**config.mk**
```make
export PLATFORM = sky130hd
export DESIGN_NAME = interlaken_test_sequencer
export DESIGN_NICKNAME = d
export VERILOG_FILES = /design/src/rtl/interlaken_seq_pkg.sv /design/src/rtl/interlaken_seq_timer.sv /design/src/rtl/interlaken_test_sequencer.sv
export SDC_FILE = /design/constraint.sdc
export NUM_CORES = 1
export LEC_CHECK = 0
export CAP_MARGIN = 20
export CORE_MARGIN = 5
export CORE_UTILIZATION = 40
export CTS_BUF_LIST = sky130_fd_sc_hd__clkbuf_8
export DETAILED_ROUTE_END_ITERATION = 6
export PLACE_DENSITY = 0.72
export SLEW_MARGIN = 20
export SYNTH_ARGS = -nofsm -noshare
export SYNTH_HDL_FRONTEND = slang
export SYNTH_SLANG_ARGS = --single-unit
```
**constraint.sdc**
```tcl
create_clock -name init_clk -period 3.4 [get_ports init_clk]
set_input_delay 0.68 -clock init_clk [delete_from_list [all_inputs] [get_ports init_clk]]
set_output_delay 0.68 -clock init_clk [all_outputs]
set_load 0.05 [all_outputs]
```
**src/rtl/interlaken_seq_pkg.sv**
```systemverilog
// Shared encodings for the Interlaken latency-bench test sequencer:
// state codes, failure codes and progress-message bit positions.
package interlaken_seq_pkg;

  typedef enum logic [3:0] {
    S_RESET_HOLD     = 4'd0,
    S_GT_LOCK_WAIT   = 4'd1,
    S_RX_ALIGN_WAIT  = 4'd2,
    S_PACKET_SEND    = 4'd3,
    S_PACKET_RECEIVE = 4'd4,
    S_IDLE_WAIT      = 4'd5,
    S_RESTART        = 4'd6,
    S_BUSY_WAIT      = 4'd7,
    S_DONE           = 4'd8,
    S_FAIL           = 4'd9
  } seq_state_e;

  localparam logic [2:0] FC_NONE    = 3'd0;
  localparam logic [2:0] FC_TIMEOUT = 3'd1;
  localparam logic [2:0] FC_TX_FAIL = 3'd2;
  localparam logic [2:0] FC_RX_FAIL = 3'd3;

  localparam int MSG_RST_DONE = 0;
  localparam int MSG_GT_LOCK  = 1;
  localparam int MSG_RX_ALIGN = 2;
  localparam int MSG_TX_DONE  = 3;
  localparam int MSG_RX_DONE  = 4;
  localparam int MSG_IDLE     = 5;
  localparam int MSG_RESTART  = 6;
  localparam int MSG_BUSY     = 7;
  localparam int MSG_DONE     = 8;

  function automatic logic is_timed(seq_state_e s);
    return s inside {S_GT_LOCK_WAIT, S_RX_ALIGN_WAIT,
                     S_PACKET_SEND, S_PACKET_RECEIVE,
                     S_IDLE_WAIT, S_BUSY_WAIT};
  endfunction

  function automatic logic is_traffic(seq_state_e s);
    return s inside {S_PACKET_SEND, S_PACKET_RECEIVE,
                     S_IDLE_WAIT};
  endfunction

endpackage

```
**src/rtl/interlaken_seq_timer.sv**
```systemverilog
// Per-state watchdog: cleared on every state change, counts while
// enabled and flags the last allowed cycle of a wait state.
module interlaken_seq_timer #(
  parameter int TO_W           = 20,
  parameter int TIMEOUT_CYCLES = 1_000_000
) (
  input  logic init_clk,
  input  logic clk_reset,
  input  logic clear,
  input  logic en,
  output logic expired
);

  localparam logic [TO_W-1:0] LAST = TO_W'(TIMEOUT_CYCLES - 1);

  logic [TO_W-1:0] cnt;

  assign expired = en && (cnt == LAST);

  always_ff @(posedge init_clk) begin
    if (clk_reset || clear) begin
      cnt <= '0;
    end else if (en && !expired) begin
      cnt <= cnt + TO_W'(1);
    end
  end

endmodule

```
**src/rtl/interlaken_test_sequencer.sv**
```systemverilog
// Bring-up, packet-run and verdict sequencer for the Interlaken
// latency bench, with per-run send-to-receive latency capture.
module interlaken_test_sequencer
  import interlaken_seq_pkg::*;
#(
  parameter int NUM_CORES       = 2,
  parameter int NUM_RUNS        = 2,
  parameter int RST_HOLD_CYCLES = 4,
  parameter int TIMEOUT_CYCLES  = 1_000_000,
  parameter int TO_W            = 20,
  parameter int LAT_W           = 24
) (
  input  logic                 init_clk,
  input  logic                 clk_reset,
  input  logic [NUM_CORES-1:0] gt_locked,
  input  logic [NUM_CORES-1:0] rx_aligned,
  input  logic [NUM_CORES-1:0] tx_done,
  input  logic [NUM_CORES-1:0] tx_busy,
  input  logic [NUM_CORES-1:0] rx_done,
  input  logic [NUM_CORES-1:0] rx_busy,
  input  logic [NUM_CORES-1:0] tx_fail,
  input  logic [NUM_CORES-1:0] rx_failed,
  output logic                 sys_reset,
  output logic                 lbus_tx_rx_restart_in,
  output logic                 s_axi_pm_tick,
  output logic [3:0]           state,
  output logic [7:0]           run_count,
  output logic [8:0]           msg,
  output logic [LAT_W-1:0]     last_latency,
  output logic [LAT_W-1:0]     max_latency,
  output logic                 test_done,
  output logic                 test_pass,
  output logic [2:0]           fail_code
);

  seq_state_e       state_q, state_d;
  logic [2:0]       fail_d;
  logic [8:0]       msg_set;
  logic [7:0]       hold_cnt;
  logic [LAT_W-1:0] lat_cnt;
  logic             to_expired;
  logic             rx_exit, lat_clr;

  assign state   = state_q;
  assign rx_exit = (state_q == S_PACKET_RECEIVE) &&
                   (state_d == S_IDLE_WAIT);
  assign lat_clr = (state_q != S_PACKET_SEND) &&
                   (state_d == S_PACKET_SEND);

  interlaken_seq_timer #(
    .TO_W          (TO_W),
    .TIMEOUT_CYCLES(TIMEOUT_CYCLES)
  ) u_timer (
    .init_clk (init_clk),
    .clk_reset(clk_reset),
    .clear    (state_d != state_q),
    .en       (is_timed(state_q)),
    .expired  (to_expired)
  );

  always_comb begin
    state_d = state_q;
    fail_d  = fail_code;
    msg_set = '0;
    unique case (state_q)
      S_RESET_HOLD:
        if (hold_cnt == 8'(RST_HOLD_CYCLES - 1)) begin
          state_d               = S_GT_LOCK_WAIT;
          msg_set[MSG_RST_DONE] = 1'b1;
        end
      S_GT_LOCK_WAIT:
        if (&gt_locked) begin
          state_d              = S_RX_ALIGN_WAIT;
          msg_set[MSG_GT_LOCK] = 1'b1;
        end
      S_RX_ALIGN_WAIT:
        if (&rx_aligned) begin
          state_d               = S_PACKET_SEND;
          msg_set[MSG_RX_ALIGN] = 1'b1;
        end
      S_PACKET_SEND:
        if (&tx_done) begin
          state_d              = S_PACKET_RECEIVE;
          msg_set[MSG_TX_DONE] = 1'b1;
        end
      S_PACKET_RECEIVE:
        if (&rx_done) begin
          state_d              = S_IDLE_WAIT;
          msg_set[MSG_RX_DONE] = 1'b1;
        end
      S_IDLE_WAIT:
        if (!(|tx_busy) && !(|rx_busy)) begin
          if (run_count == 8'(NUM_RUNS)) begin
            state_d           = S_DONE;
            msg_set[MSG_DONE] = 1'b1;
          end else begin
            state_d           = S_RESTART;
            msg_set[MSG_IDLE] = 1'b1;
          end
        end
      S_RESTART: begin
        state_d              = S_BUSY_WAIT;
        msg_set[MSG_RESTART] = 1'b1;
      end
      S_BUSY_WAIT:
        if (&tx_busy && &rx_busy) begin
          state_d           = S_PACKET_SEND;
          msg_set[MSG_BUSY] = 1'b1;
        end
      default: ;
    endcase
    // A core failure beats any progress; a timeout only if nothing moved
    if (is_traffic(state_q) && (|tx_fail || |rx_failed)) begin
      state_d = S_FAIL;
      msg_set = '0;
      fail_d  = (|tx_fail) ? FC_TX_FAIL : FC_RX_FAIL;
    end else if (is_timed(state_q) && to_expired &&
                 state_d == state_q) begin
      state_d = S_FAIL;
      fail_d  = FC_TIMEOUT;
    end
  end

  always_ff @(posedge init_clk) begin
    if (clk_reset) begin
      state_q               <= S_RESET_HOLD;
      hold_cnt              <= '0;
      lat_cnt               <= '0;
      sys_reset             <= 1'b1;
      lbus_tx_rx_restart_in <= 1'b0;
      s_axi_pm_tick         <= 1'b0;
      run_count             <= '0;
      msg                   <= '0;
      last_latency          <= '0;
      max_latency           <= '0;
      test_done             <= 1'b0;
      test_pass             <= 1'b0;
      fail_code             <= FC_NONE;
    end else begin
      state_q               <= state_d;
      hold_cnt              <= (state_q == S_RESET_HOLD) ?
                               hold_cnt + 8'd1 : '0;
      sys_reset             <= (state_d == S_RESET_HOLD);
      lbus_tx_rx_restart_in <= (state_d == S_RESTART);
      s_axi_pm_tick         <= rx_exit;
      test_done             <= (state_d == S_DONE) ||
                               (state_d == S_FAIL);
      test_pass             <= (state_d == S_DONE);
      fail_code             <= fail_d;
      msg                   <= msg | msg_set;
      if (lat_clr) begin
        lat_cnt <= '0;
      end else if ((state_q == S_PACKET_SEND ||
                    state_q == S_PACKET_RECEIVE) &&
                   lat_cnt != '1) begin
        lat_cnt <= lat_cnt + LAT_W'(1);
      end
      if (rx_exit) begin
        last_latency <= lat_cnt;
        run_count    <= run_count + 8'd1;
        if (lat_cnt > max_latency) begin
          max_latency <= lat_cnt;
        end
      end
    end
  end

endmodule

```
==> flow_metrics.env, run 1 <==
export IMPL_num_io_pins=95
export IMPL_cts_sinks=128
export IMPL_cts_path_max_buffers=2
export IMPL_end_kind="primary output"
export IMPL_seq_power_share_pct=46.3
export IMPL_num_antenna_cells=0
export IMPL_yosysSeqAreaShare_pct=39.1
export IMPL_die_height_um=138
export IMPL_worstPathCellList="clkdlybuf4s50_1"
export IMPL_start_util_pct=40.9
export IMPL_cts_clk_slew_worst_paths_ns=0.07
export IMPL_drt_initial_drc_count=235
export IMPL_syn_to_final_growth_pct=22.4
export IMPL_drtPass1Iterations=5
export IMPL_maxCapViolations=0
export IMPL_internal_power_mw=2.48
export IMPL_cts_tree="done"
export IMPL_synth_cell_type_count=74
export IMPL_final_antenna_net_count=0
export IMPL_finalCritPeriodShare_pct=83.5
export IMPL_cts_resized=0
export IMPL_path_buf_inv=1
export IMPL_port_buffers=93
export IMPL_hold_path_end="last_latency[4]$_SDFFE_PP0P_"
export IMPL_antenna_found_initial=0
export IMPL_cts_root_buf="clkbuf_8"
export IMPL_hold_path_depth=2
export IMPL_combPwrFrac_pct=17.3
export IMPL_wl_per_cell_um=14.7
export IMPL_die_w_um=138
export IMPL_reg2reg_slack_ns=0.77
export IMPL_htreeDepth=4
export IMPL_setup_viol=0
export IMPL_via_count=5442
export IMPL_synth_cells=746
export IMPL_finalPower_mw=3.51
export IMPL_dieArea_um2=19000
export IMPL_ys_warn_count=0
export IMPL_synthArstFlopShare_pct=0
export IMPL_r2r_cells=6
export IMPL_power_density_nw_per_um2=438
export IMPL_tns_ns=0
export IMPL_status="complete, no violations"
export IMPL_fmax_ghz=0.352
export IMPL_critPathArrivalTime_ns=2.16
export IMPL_p_sw_mw=1.03
export IMPL_synth_seq_cells=128
export IMPL_synth_avg_cell_area_um2=8.78
export IMPL_place_gp_congestion=0.849
export IMPL_skew_ns=0.0129
export IMPL_clk_latency_ns=0.46
export IMPL_route_detailed_drc=0
export IMPL_switching_share_pct=29.4
export IMPL_hold_buffers=0
export IMPL_grt_pass1_wl_mm=25.6
export IMPL_cp_data_required_time_ns=2.72
export IMPL_num_nets_final=883
export IMPL_critPathMaxFanout=21
export IMPL_vias_per_cell=5.11
export IMPL_overflow=0
export IMPL_critical_path_top_delay_family="buffers and inverters"
export IMPL_r2r_end="run_count[0]$_SDFFE_PP0P_"
export IMPL_grtUsageTotal_pct=17.1
export IMPL_dpl_cell_count=1033
export IMPL_clockPowerShare_pct=36.4
export IMPL_fin_cells=1064
export IMPL_r2r_start="state[0]$_SDFF_PP0_"
export IMPL_cts_buffers=17
export IMPL_synth_edf_count=0
export IMPL_fillers=1563
export IMPL_drt_wl_total_mm=15.6
export IMPL_cp_start_kind="flip-flop"
export IMPL_rows=46
export IMPL_p_leak_nw=2.68
export IMPL_worstHoldPathType="reg2reg"
export IMPL_path_class="reg2out"
export IMPL_dp_hpwl_mm=11.1
export IMPL_slowest_delay_ns=0.93
export IMPL_synthFlopType="dfxtp_1"
export IMPL_final_hold_violation_count=0
export IMPL_drive_above_1_share_pct=8.25
export IMPL_postCtsSetupBuffers=0
export IMPL_drv_slew=0
export IMPL_rsz0062_at_grt="no"
export IMPL_syn_nets=793
export IMPL_core_um2=16000
export IMPL_tightest_slew_ns=0.930
export IMPL_ir_drop_v=0.000373
export IMPL_grt_max_degree=95
export IMPL_critPathSlowestCell="clkdlybuf4s50_1"
export IMPL_maxSlewHeadroom_pct=38.0
export IMPL_hp_start="last_latency[4]$_SDFFE_PP0P_"
export IMPL_grt_pass1_vias=5125
export IMPL_synthesis_area_um2=6550
export IMPL_fin_crit_ns=2.84
worst reg2reg max path: cells and delay by family, from the launching register on:
| kind | cells | cell delay, ns |
|---|---|---|
| and+or+nand+nor | 4 | 1.22 |
| muxes | 1 | 0.25 |
| xor gates and xnor gates | 1 | 0.28 |
| DFF | 1 | 0.76 |
synthesized netlist by cell type (9+ instances only):
master / number / share of area [%]
nand3_1: 30 / 2.3
and3_1: 9 / 0.86
o21ai_0: 9 / 0.69
xnor2_1: 26 / 3.5
a21oi_1: 44 / 3.4
nand4_1: 21 / 2.0
nor2_1: 60 / 3.4
nor3_1: 43 / 3.3
nand2b_1: 50 / 4.8
xor2_1: 25 / 3.3
mux2i_1: 27 / 4.1
dfxtp_1: 128 / 39
clkbuf_1: 14 / 0.80
nand2_1: 73 / 4.2
inv_1: 35 / 2.0
ha_1: 29 / 5.5
final cells by class:
cell class / count / area (um^2) / share of cell area [%]
Timing Repair Buffer: 105 / 1020 / 12.7
Clock inverter: 10 / 96.3 / 1.20
Inverter: 35 / 131 / 1.64
Tap cell: 216 / 270 / 3.37
Sequential cell: 128 / 2560 / 32.0
Multi-Input combinational cell: 549 / 3650 / 45.5
Clock buffer: 21 / 289 / 3.61
power groups by stage:
stage	registers (mW)	logic, mW	clock network, mW
3_5_place_dp	1.66	0.606	0
4_1_cts	1.62	0.610	1.32
2_1_floorplan	1.70	0.421	0
6_report	1.63	0.608	1.28
3_3_place_gp	1.66	0.604	0
5_1_grt	1.64	0.661	1.37
layout by cell type (no fill, tap or decap), types with 3 or more instances in the layout:
cell	netlist	routed
a211oi_1	7	7
a21o_1	4	4
a21oi_1	44	44
a21oi_2	3	3
a31oi_1	3	3
and2_1	5	5
and3_1	9	9
and4_1	8	8
buf_4	5	13
clkbuf_8	1	21
clkdlybuf4s50_1	0	92
dfxtp_1	128	128
ha_1	29	29
inv_1	35	40
mux2i_1	27	27
nand2_1	73	73
nand2b_1	50	50
nand3_1	30	30
nand3b_1	4	4
nand4_1	21	21
nor2_1	60	60
nor2b_1	3	3
nor3_1	43	43
nor4_1	4	4
o2111ai_1	3	3
o21ai_0	9	9
or3_1	4	4
xnor2_1	26	26
xor2_1	25	25
per-layer routing:
metal | vias to the layer above | track usage [%] | part of all wire (%) | routed length, um
li1 | 2781 | - | - | -
met2 | 121 | 27.2 | 47 | 7380
met4 | 0 | 6.48 | 1.2 | 184
met1 | 2529 | 21.9 | 45 | 7100
met5 | - | 0 | 0 | 0
met3 | 11 | 5.12 | 6.3 | 978
state kept, by name (all words and copies together), names as in the netlist, 2 cells and up:
register,cells
state,4
fail_code,2
msg,9
max_latency,24
run_count,8
hold_cnt,8
last_latency,24
u_timer.cnt,20
lat_cnt,24
how the worst max path moves through the flow:
| stage | start | endpoint | slack [ns] | cells past startpoint |
|---|---|---|---|---|
| after floorplan | max_latency[22]$_SDFFE_PP0P_ | max_latency[10]$_SDFFE_PP0P_ | 0.74 | 9 |
| after global placement | tx_busy[1] | run_count[0]$_SDFFE_PP0P_ | 0.25 | 7 |
| after detailed placement | tx_busy[0] | run_count[0]$_SDFFE_PP0P_ | 0.24 | 7 |
| after CTS | state[0]$_SDFF_PP0_ | state[0] | 0.54 | 1 |
| after global routing | state[0]$_SDFF_PP0_ | state[0] | 0.45 | 1 |
| final | state[0]$_SDFF_PP0_ | state[0] | 0.56 | 1 |
cell families (layout without fill, tap and decap cells):
| logic type | count (synthesis) | in the layout | synth area share [%] |
|---|---|---|---|
| adders and majority gates | 29 | 29 | 5.54 |
| other | 1 | 1 | 0.0573 |
| and+or+nand+nor | 343 | 343 | 28.6 |
| buffers and inverters | 69 | 171 | 5.18 |
| muxes | 27 | 27 | 4.13 |
| xor gates and xnor gates | 51 | 51 | 6.82 |
| DFF | 128 | 128 | 39.1 |
| AOI/OAI and AO/OA | 98 | 98 | 10.6 |
per-stage QoR:
stage / instance area [um^2] / worst slack, ns / hold slack (ns) / utilization, %
2_1_floorplan: 6550 / 0.742 / 0.437 / -
5_1_grt: 8020 / 0.447 / 0.469 / 50.1
3_5_place_dp: 7630 / 0.241 / 0.446 / 47.7
3_3_place_gp: 7630 / 0.254 / 0.433 / 47.7
6_report: 8020 / 0.561 / 0.452 / 50.1
4_1_cts: 8020 / 0.536 / 0.457 / 50.1
(Power assumes the default switching activity.)
==> inputs of run 2 (changes only) <==
clock period = 2.7 ns   (was 3.4 ns; I/O delays follow)
==> run 2 against run 1 <==
Net effect: register-to-register slack got worse by 0.63 ns; combinational power rose by 49%; worst setup slack got worse by 0.43 ns; cell area rose by 4.8%; sequential cell count did not move; clock power rose by 48%; clock skew barely moved; core utilization rose by 2.4 points; critical path type is now reg2reg.
==> flow_metrics.env, run 2 (synthesis gave the netlist of run 1 again) <==
export IMPL_worstHoldPathType="reg2reg"
export IMPL_layout_common_cells="dfxtp_1, clkdlybuf4s50_1, nand2_1"
export IMPL_drive_above_1_share_pct=12.8
export IMPL_cts_sinks=128
export IMPL_place_gp_congestion=0.833
export IMPL_layout_commonest_cell="dfxtp_1"
export IMPL_fmax_ghz=0.390
export IMPL_setup_viol=0
export IMPL_cts_tree="done"
export IMPL_reg_largest_list="last_latency: 24 flops, lat_cnt: 24 flops, max_latency: 24 flops"
export IMPL_cts_clk_slew_worst_paths_ns=0.08
export IMPL_clk_latency_ns=0.44
export IMPL_cp_start_kind="flip-flop"
export IMPL_tightest_slew_ns=0.691
export IMPL_layout_setup_ws_ns=0.135
export IMPL_rows=46
export IMPL_final_hold_violation_count=0
export IMPL_num_antenna_cells=0
export IMPL_start_util_pct=40.9
export IMPL_drv_slew=0
export IMPL_final_antenna_net_count=0
export IMPL_drt_initial_drc_count=232
export IMPL_overflow=0
export IMPL_grt_pass1_vias=5385
export IMPL_path_class="reg2reg"
export IMPL_finalCritPeriodShare_pct=95.0
export IMPL_drt_wl_total_mm=15.7
export IMPL_end_kind="flip-flop"
export IMPL_skew_ns=0.0125
export IMPL_maxCapViolations=0
export IMPL_final_core_util_pct=52.5
export IMPL_p_leak_nw=2.88
export IMPL_syn_to_final_growth_pct=28.3
export IMPL_cp_data_required_time_ns=2.99
export IMPL_maxSlewHeadroom_pct=53.9
export IMPL_dp_hpwl_mm=11.7
export IMPL_num_nets_final=918
export IMPL_wl_per_cell_um=14.3
export IMPL_cts_buffers=17
export IMPL_core_um2=16000
export IMPL_cts_path_max_buffers=2
export IMPL_power_density_nw_per_um2=575
export IMPL_preCtsSetupSlack_ns=-0.305
export IMPL_fin_crit_ns=2.56
export IMPL_status="complete, no violations"
export IMPL_drtPass1Iterations=4
export IMPL_cts_root_buf="clkbuf_8"
export IMPL_num_io_pins=95
export IMPL_port_buffers=93
export IMPL_critPathMaxFanout=24
export IMPL_antenna_found_initial=0
export IMPL_htreeDepth=4
export IMPL_die_height_um=138
export IMPL_vias_per_cell=5.02
export IMPL_ir_drop_v=0.000358
export IMPL_route_detailed_drc=0
export IMPL_grt_max_degree=69
export IMPL_die_w_um=138
export IMPL_critPathArrivalTime_ns=2.86
export IMPL_grt_pass1_wl_mm=26.5
export IMPL_dieArea_um2=19000
export IMPL_grtUsageTotal_pct=17.5
export IMPL_rsz0062_at_grt="no"
export IMPL_via_count=5517
-- run 2: cell types whose count changed in the layout (fill, tap and decap cells not counted) --
cell and delta:
dfxtp_1 -1, bufinv_16 +3, dfxtp_2 +1, nor4b_2 +1
clkinvlp_4 +2, clkinv_2 +1, inv_1 -5, buf_4 +32
clkbuf_8 -3, clkinv_4 +3, nor4b_1 -1, buf_12 +3
-- run 2: area by class of cell --
cell class	instances	area, um^2
Fill cell	1549	7600
Clock inverter	14	214
Multi-Input combinational cell	549	3650
Sequential cell	128	2560
Clock buffer	18	248
Tap cell	216	270
Timing Repair Buffer	140	1320
Inverter	35	131
-- run 2: what timing repair did --
action                     4_1_cts  5_1_grt
setup endpoints to repair        0        2
gates resized for setup          0        2
buffers inserted                 0        2
hold buffers                     0        0
-- run 2: through the flow --
| stage | instance area [um^2] | TNS (ns) | instances | hold slack [ns] | power, mW |
|---|---|---|---|---|---|
| after detailed placement | 7920 | -11.48 | 1066 | 0.441 | 2.96 |
| after floorplan | 6550 | 0 | 746 | 0.437 | 2.67 |
| after global placement | 7920 | -9.35 | 1066 | 0.433 | 2.96 |
| after CTS | 8380 | 0 | 1098 | 0.448 | 4.86 |
| final | 8400 | 0 | 1100 | 0.451 | 4.83 |
| after global routing | 8400 | 0 | 1100 | 0.464 | 5.05 |
-- run 2: critical path, stage by stage (launching register included) --
cell	delay (ns)
dfxtp_1	0.40
ha_1	0.17
or4b_4	0.50
o31a_1	0.32
nor3_2	0.19
nand3_1	0.14
a21oi_4	0.55
nor3_1	0.13
-- run 2: final timing paths --
check / startpoint / to / slack [ns] / cells past startpoint
max: run_count[1]$_SDFFE_PP0P_ / lat_cnt[17]$_SDFFE_PP0P_ / 0.14 / 7
max reg2reg: run_count[1]$_SDFFE_PP0P_ / lat_cnt[17]$_SDFFE_PP0P_ / 0.14 / 7
min reg2reg: msg[1]$_SDFF_PP0_ / msg[1]$_SDFF_PP0_ / 0.45 / 2
min: msg[1]$_SDFF_PP0_ / msg[1]$_SDFF_PP0_ / 0.45 / 2
-- run 2: power breakdown --
part | leakage, nW | switching, mW | internal, mW | total (mW)
sequential | 1.03 | 0.0760 | 1.95 | 2.02
combinational | 1.63 | 0.524 | 0.381 | 0.905
clock | 0.225 | 0.780 | 1.12 | 1.90
-- run 2: metal layers --
| metal | wire, um | part of all wire (%) | global-route usage, % |
|---|---|---|---|
| met1 | 7170 | 46 | 23.0 |
| met2 | 7300 | 46 | 28.4 |
| met3 | 1010 | 6.4 | 4.93 |
| met4 | 235 | 1.5 | 4.67 |
| met5 | 0 | 0 | 0 |
